--- src/rtl/bus_uart_tx_if.sv ---
// Peripheral-bus signals between the MCU bus front-end and the UART transmitter.
// The front-end drives address/data/strobe; the block returns registered read data and a select flag.
interface bus_uart_tx_if;
  logic        we;
  logic [13:0] addr;
  logic [7:0]  wr_data;
  logic [7:0]  rd_data;
  logic        rd_sel;

  modport master (output we, addr, wr_data, input rd_data, rd_sel);
  modport slave  (input we, addr, wr_data, output rd_data, rd_sel);
endinterface

--- src/rtl/bus_uart_tx.sv ---
// Memory-mapped 8N1 UART transmitter with a 2^FIFO_DEPTH_LOG2-entry byte FIFO.
// Optional build macro UART_TX_PARITY_EN adds a parity bit (CTRL[3]: 0 even, 1 odd).
module bus_uart_tx #(
  parameter int          CLK_FREQ        = 96000000,
  parameter int          BAUD            = 115200,
  parameter logic [13:0] BASE_ADDR       = 14'h0040,
  parameter int          FIFO_DEPTH_LOG2 = 4
) (
  input  logic          clk,
  input  logic          rst,
  bus_uart_tx_if.slave  bus,
  output logic          tx,
  output logic          irq
);

  localparam int DIV   = (CLK_FREQ + BAUD / 2) / BAUD;
  localparam int CNT_W = (DIV > 1) ? $clog2(DIV) : 1;
  localparam int DEPTH = 1 << FIFO_DEPTH_LOG2;
  localparam int PW    = FIFO_DEPTH_LOG2 + 1;

  localparam logic [CNT_W-1:0] CNT_LOAD = CNT_W'(DIV - 1);
  localparam logic [CNT_W-1:0] CNT_ONE  = CNT_W'(1);

  localparam logic [3:0] OFF_TXDATA = 4'h0;
  localparam logic [3:0] OFF_STATUS = 4'h1;
  localparam logic [3:0] OFF_CTRL   = 4'h2;
  localparam logic [3:0] OFF_LEVEL  = 4'h3;

  typedef enum logic [2:0] {
    S_IDLE,
    S_START,
    S_DATA,
`ifdef UART_TX_PARITY_EN
    S_PARITY,
`endif
    S_STOP
  } state_t;

  // ---------------------------------------------------------------- decode
  logic       w_hit;
  logic [3:0] w_off;
  logic       w_wr;
  logic       w_push_req;
  logic       w_flush;
  logic       w_ovf_clr;
  logic       w_ctrl_wr;

  assign w_hit      = (bus.addr[13:4] == BASE_ADDR[13:4]);
  assign w_off      = bus.addr[3:0];
  assign w_wr       = bus.we & w_hit;
  assign w_push_req = w_wr & (w_off == OFF_TXDATA);
  assign w_ctrl_wr  = w_wr & (w_off == OFF_CTRL);
  assign w_flush    = w_ctrl_wr & bus.wr_data[1];
  assign w_ovf_clr  = w_wr & (w_off == OFF_STATUS) & bus.wr_data[3];

  // ---------------------------------------------------------------- FIFO
  logic [7:0]    r_mem [DEPTH];
  logic [PW-1:0] r_wr_ptr;
  logic [PW-1:0] r_rd_ptr;
  logic [PW-1:0] w_level;
  logic          w_full;
  logic          w_empty;
  logic          w_push;
  logic          w_push_drop;
  logic          w_pop;
  logic [7:0]    w_head;

  assign w_level     = r_wr_ptr - r_rd_ptr;
  assign w_full      = (w_level == PW'(DEPTH));
  assign w_empty     = (w_level == '0);
  assign w_push      = w_push_req & ~w_full & ~w_flush;
  assign w_push_drop = w_push_req & w_full & ~w_flush;
  assign w_head      = r_mem[r_rd_ptr[FIFO_DEPTH_LOG2-1:0]];

  // NOTE: the storage array has no reset; emptiness is tracked by the pointers alone.
  always_ff @(posedge clk) begin
    if (w_push) r_mem[r_wr_ptr[FIFO_DEPTH_LOG2-1:0]] <= bus.wr_data;
  end

  // Flush snaps the read pointer to the write pointer; any same-cycle pop is suppressed upstream.
  always_ff @(posedge clk) begin
    if (rst) begin
      r_wr_ptr <= '0;
      r_rd_ptr <= '0;
    end else if (w_flush) begin
      r_rd_ptr <= r_wr_ptr;
    end else begin
      if (w_push) r_wr_ptr <= r_wr_ptr + PW'(1);
      if (w_pop)  r_rd_ptr <= r_rd_ptr + PW'(1);
    end
  end

  // ---------------------------------------------------------------- control / status
  logic r_tx_en;
  logic r_irq_en;
  logic r_overflow;
  logic r_par_odd;

  always_ff @(posedge clk) begin
    if (rst) begin
      r_tx_en    <= 1'b1;
      r_irq_en   <= 1'b0;
      r_overflow <= 1'b0;
      r_par_odd  <= 1'b0;
    end else begin
      if (w_ctrl_wr) begin
        r_tx_en  <= bus.wr_data[0];
        r_irq_en <= bus.wr_data[2];
`ifdef UART_TX_PARITY_EN
        r_par_odd <= bus.wr_data[3];
`endif
      end
      if (w_push_drop)    r_overflow <= 1'b1;
      else if (w_ovf_clr) r_overflow <= 1'b0;
    end
  end

  // ---------------------------------------------------------------- transmit FSM
  state_t           r_state;
  state_t           w_state_nxt;
  logic [CNT_W-1:0] r_cnt;
  logic [CNT_W-1:0] w_cnt_nxt;
  logic [2:0]       r_bit_idx;
  logic [2:0]       w_idx_nxt;
  logic [7:0]       r_shift;
  logic [7:0]       w_shift_nxt;
  logic             r_tx;
  logic             w_tx_nxt;
  logic             r_par_bit;
  logic             w_par_nxt;
  logic             w_avail;
  logic             w_busy;

  assign w_avail = r_tx_en & ~w_empty & ~w_flush;
  assign w_busy  = (r_state != S_IDLE);

  // NOTE: state registers take non-blocking assignments only; the combinational block below uses blocking.
  always_ff @(posedge clk) begin
    if (rst) begin
      r_state   <= S_IDLE;
      r_cnt     <= '0;
      r_bit_idx <= '0;
      r_shift   <= '0;
      r_tx      <= 1'b1;
      r_par_bit <= 1'b0;
    end else begin
      r_state   <= w_state_nxt;
      r_cnt     <= w_cnt_nxt;
      r_bit_idx <= w_idx_nxt;
      r_shift   <= w_shift_nxt;
      r_tx      <= w_tx_nxt;
      r_par_bit <= w_par_nxt;
    end
  end

  // tx is registered from w_tx_nxt so the line changes exactly on the state boundary.
  // NOTE: every output of this block gets a default first so no latch is inferred.
  always_comb begin
    w_state_nxt = r_state;
    w_cnt_nxt   = (r_cnt == '0) ? r_cnt : r_cnt - CNT_ONE;
    w_idx_nxt   = r_bit_idx;
    w_shift_nxt = r_shift;
    w_tx_nxt    = r_tx;
    w_par_nxt   = r_par_bit;
    w_pop       = 1'b0;

    case (r_state)
      S_IDLE: begin
        w_tx_nxt = 1'b1;
        if (w_avail) begin
          w_pop       = 1'b1;
          w_shift_nxt = w_head;
          w_par_nxt   = (^w_head) ^ r_par_odd;
          w_cnt_nxt   = CNT_LOAD;
          w_tx_nxt    = 1'b0;
          w_state_nxt = S_START;
        end
      end

      S_START: begin
        if (r_cnt == '0) begin
          w_cnt_nxt   = CNT_LOAD;
          w_idx_nxt   = 3'd0;
          w_tx_nxt    = r_shift[0];
          w_state_nxt = S_DATA;
        end
      end

      S_DATA: begin
        if (r_cnt == '0) begin
          w_cnt_nxt   = CNT_LOAD;
          w_shift_nxt = r_shift >> 1;
          if (r_bit_idx == 3'd7) begin
`ifdef UART_TX_PARITY_EN
            w_tx_nxt    = r_par_bit;
            w_state_nxt = S_PARITY;
`else
            w_tx_nxt    = 1'b1;
            w_state_nxt = S_STOP;
`endif
          end else begin
            w_idx_nxt = r_bit_idx + 3'd1;
            w_tx_nxt  = r_shift[1];
          end
        end
      end

`ifdef UART_TX_PARITY_EN
      S_PARITY: begin
        if (r_cnt == '0) begin
          w_cnt_nxt   = CNT_LOAD;
          w_tx_nxt    = 1'b1;
          w_state_nxt = S_STOP;
        end
      end
`endif

      S_STOP: begin
        if (r_cnt == '0) begin
          // Back-to-back frames: the next start bit follows the stop bit with no idle gap.
          if (w_avail) begin
            w_pop       = 1'b1;
            w_shift_nxt = w_head;
            w_par_nxt   = (^w_head) ^ r_par_odd;
            w_cnt_nxt   = CNT_LOAD;
            w_tx_nxt    = 1'b0;
            w_state_nxt = S_START;
          end else begin
            w_tx_nxt    = 1'b1;
            w_state_nxt = S_IDLE;
          end
        end
      end

      default: begin
        w_tx_nxt    = 1'b1;
        w_cnt_nxt   = '0;
        w_state_nxt = S_IDLE;
      end
    endcase
  end

  assign tx  = r_tx;
  assign irq = w_empty & ~w_busy & r_irq_en;

  // ---------------------------------------------------------------- read path
  logic [7:0] w_rd_val;
  logic [7:0] r_rd_data;
  logic       r_rd_sel;

  always_comb begin
    w_rd_val = 8'h00;
    case (w_off)
      OFF_STATUS: w_rd_val = {4'b0000, r_overflow, w_empty, w_full, w_busy};
      OFF_CTRL:   w_rd_val = {4'b0000, r_par_odd, r_irq_en, 1'b0, r_tx_en};
      OFF_LEVEL:  w_rd_val = 8'(w_level);
      default:    w_rd_val = 8'h00;
    endcase
  end

  always_ff @(posedge clk) begin
    if (rst) begin
      r_rd_data <= 8'h00;
      r_rd_sel  <= 1'b0;
    end else begin
      r_rd_data <= w_hit ? w_rd_val : 8'h00;
      r_rd_sel  <= w_hit;
    end
  end

  assign bus.rd_data = r_rd_data;
  assign bus.rd_sel  = r_rd_sel;

  logic w_unused_bits;
  assign w_unused_bits = ^bus.wr_data[7:4];

endmodule
--- src/flat_wrapper.sv ---
// flat-port wrapper written by rule: the top's interface ports become plain ports
module bus_uart_tx_flat 
#(
  parameter int          CLK_FREQ        = 96000000,
  parameter int          BAUD            = 115200,
  parameter logic [13:0] BASE_ADDR       = 14'h0040,
  parameter int          FIFO_DEPTH_LOG2 = 4
)
  (clk, rst, tx, irq, bus_we, bus_addr, bus_wr_data, bus_rd_data, bus_rd_sel);
  bus_uart_tx_if bus_i ();
  input  logic clk;
  input  logic rst;
  output logic tx;
  output logic irq;
  input wire logic [$bits(bus_i.we)-1:0] bus_we;
  input wire logic [$bits(bus_i.addr)-1:0] bus_addr;
  input wire logic [$bits(bus_i.wr_data)-1:0] bus_wr_data;
  output wire logic [$bits(bus_i.rd_data)-1:0] bus_rd_data;
  output wire logic [$bits(bus_i.rd_sel)-1:0] bus_rd_sel;
  assign bus_i.we = bus_we;
  assign bus_i.addr = bus_addr;
  assign bus_i.wr_data = bus_wr_data;
  assign bus_rd_data = bus_i.rd_data;
  assign bus_rd_sel = bus_i.rd_sel;
  bus_uart_tx #(.CLK_FREQ(CLK_FREQ), .BAUD(BAUD), .BASE_ADDR(BASE_ADDR), .FIFO_DEPTH_LOG2(FIFO_DEPTH_LOG2)) u_core (.clk(clk), .rst(rst), .bus(bus_i), .tx(tx), .irq(irq));
endmodule
--- config.mk ---
export PLATFORM = sky130hd
export DESIGN_NAME = bus_uart_tx_flat
export DESIGN_NICKNAME = d
export VERILOG_FILES = /design/src/rtl/bus_uart_tx_if.sv /design/src/rtl/bus_uart_tx.sv /design/src/flat_wrapper.sv
export SDC_FILE = /design/constraint.sdc
export NUM_CORES = 1
export LEC_CHECK = 0
export ABC_AREA = 0
export CAP_MARGIN = 20
export CORE_MARGIN = 1
export CORE_UTILIZATION = 33
export DETAILED_ROUTE_END_ITERATION = 12
export DONT_BUFFER_PORTS = 1
export PLACE_DENSITY_LB_ADDON = 0.2
export SYNTH_ARGS = -nofsm -noshare
export SYNTH_HDL_FRONTEND = slang
export SYNTH_SLANG_ARGS = --single-unit
--- constraint.sdc ---
create_clock -name clk -period 4.37 [get_ports clk]
set_clock_uncertainty 0.05 [all_clocks]
set_input_delay 0.874 -clock clk [delete_from_list [all_inputs] [get_ports clk]]
set_output_delay 0.874 -clock clk [all_outputs]
set_load 0.02 [all_outputs]
==> out/results.txt <==
Status -> finished, final reports clean
Tcrit/Tclk final -> 85.3%
DRC -> 0
Maxcap violations -> 0
Post-Syn Area -> 7690 um2
CP Capture Type -> primary output
Pin count of the biggest net entering global routing -> 35
Final Hold Fails -> 0
Postcts setup bufs -> 0
P_leak -> 2.74 nW
Vias per cell -> 5.15
Metal2 WL -> 8.15 mm
Die H -> 155 um
Initial Utilization -> 33.8%
EDFF count, synth -> 128
Cells after Synth -> 584
HPWL after DPL -> 11.8 mm
Share of layout cells above drive strength 1 -> 11.5%
Post-synth cell types -> 61
CTS max path bufs -> 2
Final antenna-violating net count -> 0
Crit-path max FO -> 6
Clk_lat worst skew -> 0.42 ns
Total CTS buffers -> 17
Initial antenna violation count -> 0
Relative slew slack -> 44.6%
Die Wd -> 155 um
Register area share after synthesis -> 62.2%
Setup repair after global routing missed its margin -> false
Clock sinks -> 175
CTS H-tree depth -> 4
Commonest non-fill, non-tap cell in the layout -> edfxtp_1
RD Place Congestion -> 0.769
Layout area overhead -> 11.3%
Global-route wire length before repair -> 27.6 mm
Pins Over Slew Limit -> 0
Hold Crit Class -> reg2reg
CP Data Arrival Time -> 2.80 ns
Vias in the first global route -> 4790
Antenna diodes -> 0
Critical path class -> reg2out
Global route overflow -> 0
#FFs+latches synth -> 175
Top sig layer -> met4
Vias post-DR -> 4658
PostCTS Resize Cnt -> 0
Setup tns final -> 0 ns
Synth Flop Type -> edfxtp_1
Placed insts -> 873
Max VDD drop -> 267 uV
Syn avg cell area -> 13.2 um2
CTS Root Cell -> clkbuf_16
Worst path required time -> 3.45 ns
Final-stage net count -> 625
Warnings from Yosys -> 0
WL met3 -> 974 um
Final core utilization -> 37.6%
CTS clk-pin slew, worst paths -> 0.07 ns
Final setup fails -> 0
TritonCTS clock tree -> yes
Power Density -> 591 nW/um2
CTS Hold Buffers Added -> 0
Core Footprint -> 22800 um2
DRT Pass-1 Iters -> 4
Detailed Route WL -> 17.5 mm
Element type at the critical path start -> flip-flop
Die Area -> 23900 um2
Initial DRC Count -> 257
Non-filler cells, final -> 905
DR WL/cell -> 19.3 um
Max Freq -> 0.268 GHz
Slew of the pin with the lowest slew margin -> 0.830 ns
Asr flop ratio synth -> 0%
Fillers -> 2158
Met1 WL -> 8.12 mm
Most frequent cells in the layout -> 128 x edfxtp_1, 56 x nor2_1, 46 x dfxtp_1
I/O pin total -> 36
Port bufs -> 0
Row count -> 55
Overall Global Routing Usage -> 15.4%
Fin crit period -> 3.73 ns
[cell families (layout without fill, tap and decap cells)]
group	count (synthesis)	after routing	share of synthesized area, %
flip-flops	175	175	62.2
buffers and inverters	48	54	2.75
multiplexers	52	52	9.09
AND/OR/NAND/NOR	162	162	11.1
adder cells (fa/ha/maj)	21	21	3.51
AO/OA/AOI/OAI	111	111	9.68
XOR/XNOR	14	14	1.59
other	1	3	0.0488
[report_power, final]
part / leakage, nW / switching (mW) / internal, mW
Sequential: 1.53 / 0.140 / 1.88
Combinational: 0.933 / 0.886 / 0.650
Clock: 0.272 / 0.655 / 0.849
Total: 2.74 / 1.68 / 3.38
[Yosys cell counts, types with 7 or more instances]
master / count / area share [%]
nor2_1: 56 / 2.7
nand3_1: 13 / 0.85
a211oi_1: 24 / 2.3
nand2_1: 28 / 1.4
a31oi_1: 8 / 0.65
o21ai_0: 16 / 1.0
inv_1: 15 / 0.73
mux4_2: 14 / 4.1
nand2b_1: 7 / 0.57
xnor2_1: 8 / 0.91
edfxtp_1: 128 / 50
a21oi_1: 30 / 2.0
clkbuf_1: 20 / 0.98
nor3_1: 10 / 0.65
dfxtp_1: 47 / 12
mux2i_1: 35 / 4.6
ha_1: 20 / 3.3
nor2b_1: 14 / 1.1
[worst paths after layout]
path	start	endpoint	slack (ns)	cells after the start
hold / removal	u_core.r_bit_idx[2]$_SDFFE_PP0P_	u_core.r_bit_idx[2]$_SDFFE_PP0P_	0.41	2
setup reg to reg	u_core.r_wr_ptr[0]$_SDFFE_PP0P_	u_core.r_mem[7][4]$_DFFE_PP_	0.81	10
setup / recovery	u_core.r_wr_ptr[0]$_SDFFE_PP0P_	irq	0.64	8
hold reg to reg	u_core.r_bit_idx[2]$_SDFFE_PP0P_	u_core.r_bit_idx[2]$_SDFFE_PP0P_	0.41	2
[area by class of cell]
class	count	area, um2	share of cell area [%]
tap	313	392	4.58
sequential	175	4790	55.9
clock buffer	20	437	5.10
timing repair buffer	7	52.6	0.614
inverter	15	56.3	0.658
clock inverter	12	134	1.56
multi-input combinational	363	2700	31.6
[metal layers]
layer,global-route usage (%),vias up
li1,-,2179
met1,20.7,2337
met4,3.72,0
met3,4.46,17
met2,24.5,125
met5,0,-
[worst max-delay path, stage by stage, from the launching register on]
cell and delay, ns:
dfxtp_1 0.37, inv_1 0.13, ha_1 0.17, inv_1 0.06, fa_1 0.46, xnor2_1 0.24
nand3b_1 0.14, a2111o_1 0.45, nor2_1 0.35
[flip-flops by register name, summed over array words and instances (netlist names), named ones only]
register            flops
u_core.r_bit_idx        3
u_core.tx               1
u_core.r_irq_en         1
u_core.r_wr_ptr         5
u_core.r_rd_ptr         5
u_core.bus.rd_data      5
u_core.r_state          2
u_core.r_overflow       1
u_core.bus.rd_sel       1
u_core.r_cnt           10
u_core.r_mem          128
u_core.r_shift          8
u_core.r_tx_en          1
[per-stage QoR]
step / power [mW] / worst slack (ns) / hold slack (ns) / cell area, um2
3_5_place_dp: 3.61 / 0.891 / 0.398 / 7990
4_1_cts: 5.11 / 0.621 / 0.408 / 8560
3_3_place_gp: 3.57 / 1.05 / 0.388 / 7990
6_report: 5.06 / 0.642 / 0.407 / 8560
2_1_floorplan: 3.32 / 1.25 / 0.386 / 7700
5_1_grt: 5.36 / 0.462 / 0.434 / 8560
No activity file was read; power rests on OpenSTA's default activity.
